===== src/rtl/cavlc_enc_ctrl.sv =====
// cavlc_enc_ctrl: CAVLC encoder control FSM and MSB-first 32-bit bit packer.
// Sequences the coeff-token, level and zero encoders for each 4x4 block.
// Only the current stage's codeword reaches the packer. Full words go out
// through a WordOut/WordValid/WordReady handshake.
// Ports: Clk, nReset (async, active-low); Enable/TotalCoeff start a block;
//   CoeffToken/Level/Zero Code, Len, Valid in; LevelEncodeDone and
//   ZeroEncodeDone in; WordReady in; CodeAccept, the three stage enables,
//   WordOut, WordValid and BlockDone out.
// Build option: CAVLC_ENC_BLOCK_FLUSH_EN adds a FLUSH state that pads and
//   emits the partial word, so every block starts word-aligned.
module cavlc_enc_ctrl #(
    parameter int MAX_COEFF = 16
) (
    input  logic        Clk,
    input  logic        nReset,
    input  logic        Enable,
    input  logic [4:0]  TotalCoeff,
    input  logic [15:0] CoeffTokenCode,
    input  logic [4:0]  CoeffTokenLen,
    input  logic        CoeffTokenValid,
    input  logic [15:0] LevelCode,
    input  logic [4:0]  LevelLen,
    input  logic        LevelValid,
    input  logic [15:0] ZeroCode,
    input  logic [4:0]  ZeroLen,
    input  logic        ZeroValid,
    input  logic        LevelEncodeDone,
    input  logic        ZeroEncodeDone,
    input  logic        WordReady,
    output logic        CodeAccept,
    output logic        CoeffTokenEncodeEnable,
    output logic        LevelEncodeEnable,
    output logic        ZeroEncodeEnable,
    output logic [31:0] WordOut,
    output logic        WordValid,
    output logic        BlockDone
);
    typedef enum logic [2:0] {
        WAIT_ENABLE  = 3'd0,
        COEFF_TOKEN  = 3'd1,
        LEVEL_ENCODE = 3'd2,
        ZERO_ENCODE  = 3'd3,
`ifdef CAVLC_ENC_BLOCK_FLUSH_EN
        FLUSH        = 3'd4,
`endif
        XX           = 3'd7
    } state_t;

    localparam logic [4:0] MAX_TC = 5'(MAX_COEFF);

    state_t      state, state_next;
    logic [4:0]  tc_reg;
    logic [31:0] acc;
    logic [4:0]  cnt;
    logic [31:0] word_out;
    logic        word_valid;
    logic        block_done;

    logic        act_valid;
    logic [15:0] act_code;
    logic [4:0]  act_len;
    logic [4:0]  eff_len;
    logic [15:0] code_mask;
    logic [5:0]  sum;
    logic [5:0]  shamt;
    logic [47:0] ext;
    logic        code_accept;
    logic        stage_end;
    logic        finish;
    logic        flush_load;

    always_comb begin
        act_valid = 1'b0;
        act_code  = 16'h0;
        act_len   = 5'd0;
        case (state)
            COEFF_TOKEN: begin
                act_valid = CoeffTokenValid;
                act_code  = CoeffTokenCode;
                act_len   = CoeffTokenLen;
            end
            LEVEL_ENCODE: begin
                act_valid = LevelValid;
                act_code  = LevelCode;
                act_len   = LevelLen;
            end
            ZERO_ENCODE: begin
                act_valid = ZeroValid;
                act_code  = ZeroCode;
                act_len   = ZeroLen;
            end
            default: ;
        endcase
    end

    // Pending bits sit at the top of a 48-bit window; the new code lands
    // directly below them. Bits [47:16] are the next word or accumulator,
    // bits [15:0] are the spill-over once 32 bits are reached.
    assign eff_len     = (act_len > 5'd16) ? 5'd16 : act_len;
    assign code_mask   = 16'hFFFF >> (5'd16 - eff_len);
    assign sum         = {1'b0, cnt} + {1'b0, eff_len};
    assign shamt       = 6'd48 - sum;
    assign ext         = {acc, 16'h0}
                       | ({32'h0, act_code & code_mask} << shamt);
    assign code_accept = act_valid && (!word_valid || WordReady);

    always_comb begin
        state_next = state;
        stage_end  = 1'b0;
        finish     = 1'b0;
        flush_load = 1'b0;
        case (state)
            WAIT_ENABLE:
                if (Enable) state_next = COEFF_TOKEN;
            COEFF_TOKEN:
                if (CoeffTokenValid && code_accept) begin
                    if (tc_reg == 5'd0) stage_end = 1'b1;
                    else state_next = LEVEL_ENCODE;
                end
            LEVEL_ENCODE:
                if (LevelEncodeDone && (!LevelValid || code_accept)) begin
                    if (tc_reg >= MAX_TC) stage_end = 1'b1;
                    else state_next = ZERO_ENCODE;
                end
            ZERO_ENCODE:
                if (ZeroEncodeDone && (!ZeroValid || code_accept))
                    stage_end = 1'b1;
`ifdef CAVLC_ENC_BLOCK_FLUSH_EN
            FLUSH:
                if (cnt == 5'd0) begin
                    state_next = WAIT_ENABLE;
                    finish     = 1'b1;
                end else if (!word_valid || WordReady) begin
                    flush_load = 1'b1;
                    state_next = WAIT_ENABLE;
                    finish     = 1'b1;
                end
`endif
            default:
                state_next = WAIT_ENABLE;
        endcase
        if (stage_end) begin
`ifdef CAVLC_ENC_BLOCK_FLUSH_EN
            state_next = FLUSH;
`else
            state_next = WAIT_ENABLE;
            finish     = 1'b1;
`endif
        end
    end

    always_ff @(posedge Clk or negedge nReset) begin
        if (!nReset) begin
            state      <= WAIT_ENABLE;
            tc_reg     <= 5'd0;
            block_done <= 1'b0;
        end else begin
            state      <= state_next;
            block_done <= finish;
            if (state == WAIT_ENABLE && Enable) tc_reg <= TotalCoeff;
        end
    end

    always_ff @(posedge Clk or negedge nReset) begin
        if (!nReset) begin
            acc        <= 32'h0;
            cnt        <= 5'd0;
            word_out   <= 32'h0;
            word_valid <= 1'b0;
        end else begin
            // A load later in this block overrides the handshake clear.
            if (word_valid && WordReady) word_valid <= 1'b0;
            if (flush_load) begin
                word_out   <= acc;
                word_valid <= 1'b1;
                acc        <= 32'h0;
                cnt        <= 5'd0;
            end else if (code_accept) begin
                if (sum[5]) begin
                    word_out   <= ext[47:16];
                    word_valid <= 1'b1;
                    acc        <= {ext[15:0], 16'h0};
                end else begin
                    acc <= ext[47:16];
                end
                cnt <= sum[4:0];
            end
        end
    end

    assign CodeAccept             = code_accept;
    assign CoeffTokenEncodeEnable = (state == COEFF_TOKEN);
    assign LevelEncodeEnable      = (state == LEVEL_ENCODE);
    assign ZeroEncodeEnable       = (state == ZERO_ENCODE);
    assign WordOut                = word_out;
    assign WordValid              = word_valid;
    assign BlockDone              = block_done;
endmodule


===== config.mk =====
export PLATFORM = sky130hd
export DESIGN_NAME = cavlc_enc_ctrl
export DESIGN_NICKNAME = d
export VERILOG_FILES = /design/src/rtl/cavlc_enc_ctrl.sv
export SDC_FILE = /design/constraint.sdc
export NUM_CORES = 1
export LEC_CHECK = 0
export CORE_ASPECT_RATIO = 1.75
export CORE_MARGIN = 2
export CORE_UTILIZATION = 53
export DETAILED_ROUTE_END_ITERATION = 8
export MAX_ROUTING_LAYER = met4
export PLACE_DENSITY = 0.82
export SYNTH_ARGS = -nofsm -noshare
export SYNTH_HDL_FRONTEND = slang
export SYNTH_SLANG_ARGS = --single-unit

===== constraint.sdc =====
create_clock -name Clk -period 5.61 [get_ports Clk]
set_clock_uncertainty 0.05 [all_clocks]
set_input_delay 1.122 -clock Clk [delete_from_list [all_inputs] [get_ports Clk]]
set_output_delay 1.122 -clock Clk [all_outputs]
set_load 0.01 [all_outputs]

==> metrics.md <==
| Metric | Value |
|---|---|
| Status | `completed` |
| Remaining routing DRC violations | `0` |
| Non-filler cells, final | `~970` |
| Hold-fix buffers at CTS | `0` |
| Height of the die | `142 um` |
| Number of clock sinks seen by CTS | `78` |
| Final Hold Fails | `0` |
| First DRT Iteration DRCs | `550` |
| Number of instances on the worst hold path | `2` |
| Number of instances in the synthesized netlist | `706` |
| Clock Root Buffer | `sky130_fd_sc_hd__clkbuf_16` |
| Antenna violations before repair | `0` |
| Clock latency reported for the late side of the worst-skew pair | `0.35 ns` |
| Min Tclk post-route | `5.31 ns` |
| CP required | `5.77 ns` |
| Number of vias per cell | `approximately 7` |
| Total die area | `11800 um2` |
| #FFs+latches synth | `78` |
| Wire length of the first global-routing pass | `34.3 mm` |
| Global-route congestion overflow total | `0` |
| RSZ-0062 raised after global routing | `no` |
| Kind of launch point of the worst setup path | `input port` |
| NumNets Final | `925` |
| Inst Count DP | `952` |
| Count of TritonRoute iterations in the first routing pass | `8` |
| Hold Path Class | `reg -> reg` |
| WP data arrival | `5.47 ns` |
| Core Footprint | `10700 um2` |
| Number of flops mapped to enable cells by yosys | `0` |
| Worst-path fanout max | `3` |
| Share of the clock period used by the worst path | `94.6%` |
| Number of max-slew violations in the final report | `0` |
| Count of filler cells inserted in the layout | `817` |
| Clock transition at the register clock pins on the worst setup and hold paths after CTS | `~0.06 ns` |
| Total half-perimeter wirelength after legalization and detailed placement | `16.9 mm` |
| Routed wire length per instance | `22.4 um` |
| Type of destination of the critical path | `register` |
| Maximum buffer depth of the clock tree | `2` |
| Vias in the first global route | `6595` |
| Number of buffer cells added on primary ports | `approximately 110` |
| Post-route antenna net violation count | `0` |
| Number of buffers inserted during clock tree synthesis | `9` |
| Die X | `83.1 um` |
| Synth top area share | `between 30% and 40%` |
| Max cap viols | `0` |
| Vias | `around 6600` |
| Number of diodes | `0` |
| Relative max-transition margin | `between 30% and 40%` |
| CTS tree | `yes` |
| Ranking of synthesized cells by instance count | `sky130_fd_sc_hd__nand2_1 (91), sky130_fd_sc_hd__dfrtp_1 (78), sky130_fd_sc_hd__nor2_1 (65)` |
| Boundary pin count | `115` |
| Yosys warning total | `0` |
| Startpoint-to-endpoint class of the critical path | `in -> reg` |
| Length in cells of the worst reg-to-reg path | `18` |
| Predominant post-synthesis flop cell | `sky130_fd_sc_hd__dfrtp_1` |
| Initial core utilization | `between 50% and 60%` |
| FP Rows | `50` |
| Number of distinct standard cells referenced by the synthesized netlist | `76` |
| Synth area leaders | `sky130_fd_sc_hd__dfrtp_1 (34%), sky130_fd_sc_hd__nand2_1 (5.9%), sky130_fd_sc_hd__o21ai_0 (5.2%), sky130_fd_sc_hd__nor2_1 (4.2%), sky130_fd_sc_hd__a21oi_1 (4.0%)` |
| Share of synthesized flip-flops with an asynchronous set or reset | `100%` |
| Net count of the mapped netlist | `around 800` |
| Gpl congestion | `about 1.1` |
| Largest area contributor in the synthesized netlist | `sky130_fd_sc_hd__dfrtp_1` |
| DRT Wirelength | `21.7 mm` |
| Number of levels the H-tree was split into | `3` |
| Average size of a mapped cell | `roughly 8 um2` |
| Timing-limited maximum frequency | `between 150 and 200 MHz` |
| Measured slew at the worst slew-check pin | `1.02 ns` |
| Cell area after synthesis | `5810 um2` |
| Area added between synthesis and finish | `30.5%` |
| Pin count of the biggest net entering global routing | `79` |
| Sequential fraction of the synthesis area | `between 30 and 40%` |
| Most common cell in the netlist | `sky130_fd_sc_hd__nand2_1` |
| Share of post-route cells with drive strength above 1 | `11.1%` |
| Combined global-route utilization of all metal layers | `37.8%` |
| Count of endpoints failing setup in the final report | `0` |
layer usage:
| metal | global-route usage [%] | up-vias | wire (um) |
|---|---|---|---|
| met1 | 38.6 | 3086 | 7190 |
| met2 | 66.6 | 440 | 11200 |
| met3 | 4.58 | 117 | 1520 |
| li1 | - | 2937 | - |
| met4 | 26.7 | 0 | 1800 |
| met5 | - | - | 0 |
critical path, cell delays in order:
cell	delay (ns)
sky130_fd_sc_hd__clkdlybuf4s50_1	0.42
sky130_fd_sc_hd__a22o_1	0.22
sky130_fd_sc_hd__or3_1	0.41
sky130_fd_sc_hd__inv_1	0.11
sky130_fd_sc_hd__ha_1	0.18
sky130_fd_sc_hd__inv_1	0.06
sky130_fd_sc_hd__fa_1	0.48
sky130_fd_sc_hd__ha_1	0.33
sky130_fd_sc_hd__nand2b_1	0.17
sky130_fd_sc_hd__or4_1	0.40
sky130_fd_sc_hd__mux2i_1	0.13
sky130_fd_sc_hd__a2111oi_0	0.08
sky130_fd_sc_hd__a211o_1	0.36
sky130_fd_sc_hd__a221oi_1	0.44
sky130_fd_sc_hd__a31oi_1	0.16
sky130_fd_sc_hd__nor3_1	0.27
sky130_fd_sc_hd__o31ai_1	0.11
cell families after synthesis:
logic type                 after synthesis  share of synthesized area (%)
buffers and inverters                   67                           4.40
and+or+nand+nor                        256                           20.6
DFF                                     78                           33.6
muxes                                   27                           5.52
AOI/OAI and AO/OA                      254                           30.7
adders and majority gates               15                           3.36
xor gates and xnor gates                 9                           1.83
placed cells by master (no fill, tap or decap), types with 5 or more instances in the layout:
cell type,instances
sky130_fd_sc_hd__o221ai_1,5
sky130_fd_sc_hd__dfrtp_1,78
sky130_fd_sc_hd__o211ai_1,7
sky130_fd_sc_hd__or3_1,10
sky130_fd_sc_hd__nor2_1,65
sky130_fd_sc_hd__nor4_1,5
sky130_fd_sc_hd__a31oi_1,18
sky130_fd_sc_hd__a2bb2oi_1,5
sky130_fd_sc_hd__clkbuf_16,9
sky130_fd_sc_hd__inv_1,19
sky130_fd_sc_hd__mux2_2,10
sky130_fd_sc_hd__a221oi_1,8
sky130_fd_sc_hd__and2_1,6
sky130_fd_sc_hd__a21oi_1,46
sky130_fd_sc_hd__mux2i_1,14
sky130_fd_sc_hd__or2_2,6
sky130_fd_sc_hd__a22oi_1,6
sky130_fd_sc_hd__nand2_1,91
sky130_fd_sc_hd__a221o_1,6
sky130_fd_sc_hd__o31a_1,5
sky130_fd_sc_hd__a222oi_1,19
sky130_fd_sc_hd__a21o_1,6
sky130_fd_sc_hd__o21ai_0,60
sky130_fd_sc_hd__clkdlybuf4s50_1,113
sky130_fd_sc_hd__nand2b_1,7
sky130_fd_sc_hd__buf_4,49
sky130_fd_sc_hd__nor3_1,19
sky130_fd_sc_hd__xnor2_1,5
sky130_fd_sc_hd__nand3_1,21
sky130_fd_sc_hd__ha_1,14
sky130_fd_sc_hd__a211oi_1,10
worst paths after layout:
kind | from | endpoint | slack (ns)
worst max register to register | state[0]$_DFFE_PN0P_ | WordOut[14]$_DFFE_PN0P_ | 0.67
worst min register to register | WordOut[13]$_DFFE_PN0P_ | WordOut[13]$_DFFE_PN0P_ | 0.43
max in group asynchronous | nReset | acc[24]$_DFFE_PN0P_ | 3.95
worst min-delay path | WordOut[13]$_DFFE_PN0P_ | WordOut[13]$_DFFE_PN0P_ | 0.43
min in group asynchronous | nReset | WordOut[0]$_DFFE_PN0P_ | 0.86
worst max-delay path | ZeroLen[4] | WordOut[14]$_DFFE_PN0P_ | 0.30
repair_timing:
| item | in CTS | in global routing |
|---|---|---|
| setup buffers | 0 | 0 |
| resized for setup | 0 | 1 |
| endpoints found under the setup margin | 0 | 1 |
| endpoints found under the hold margin | 0 | 0 |
cell type report:
class                           count  area (um2)  area share (%)
Timing Repair Buffer              162        1500            19.8
Clock buffer                        9         225            2.97
Tap cell                          130         163            2.15
Inverter                           21        78.8            1.04
Multi-Input combinational cell    561        3600            47.5
Clock inverter                      7        56.3           0.743
Sequential cell                    78        1950            25.8
through the flow:
step	util [%]	setup TNS (ns)	hold WS (ns)	area [um2]	setup slack [ns]
2_1_floorplan	-	0	0.390	5810	0.475
3_3_place_gp	68.2	0	0.404	7290	0.138
3_5_place_dp	68.2	-0.0129	0.420	7290	-0.0129
4_1_cts	70.8	0	0.433	7570	0.349
5_1_grt	70.8	0	0.459	7570	0.00969
6_report	70.8	0	0.427	7570	0.302
Power is left out: the tool's default activity adds up to more than one toggle a clock period on the data nets, which glitch-free logic cannot reach.
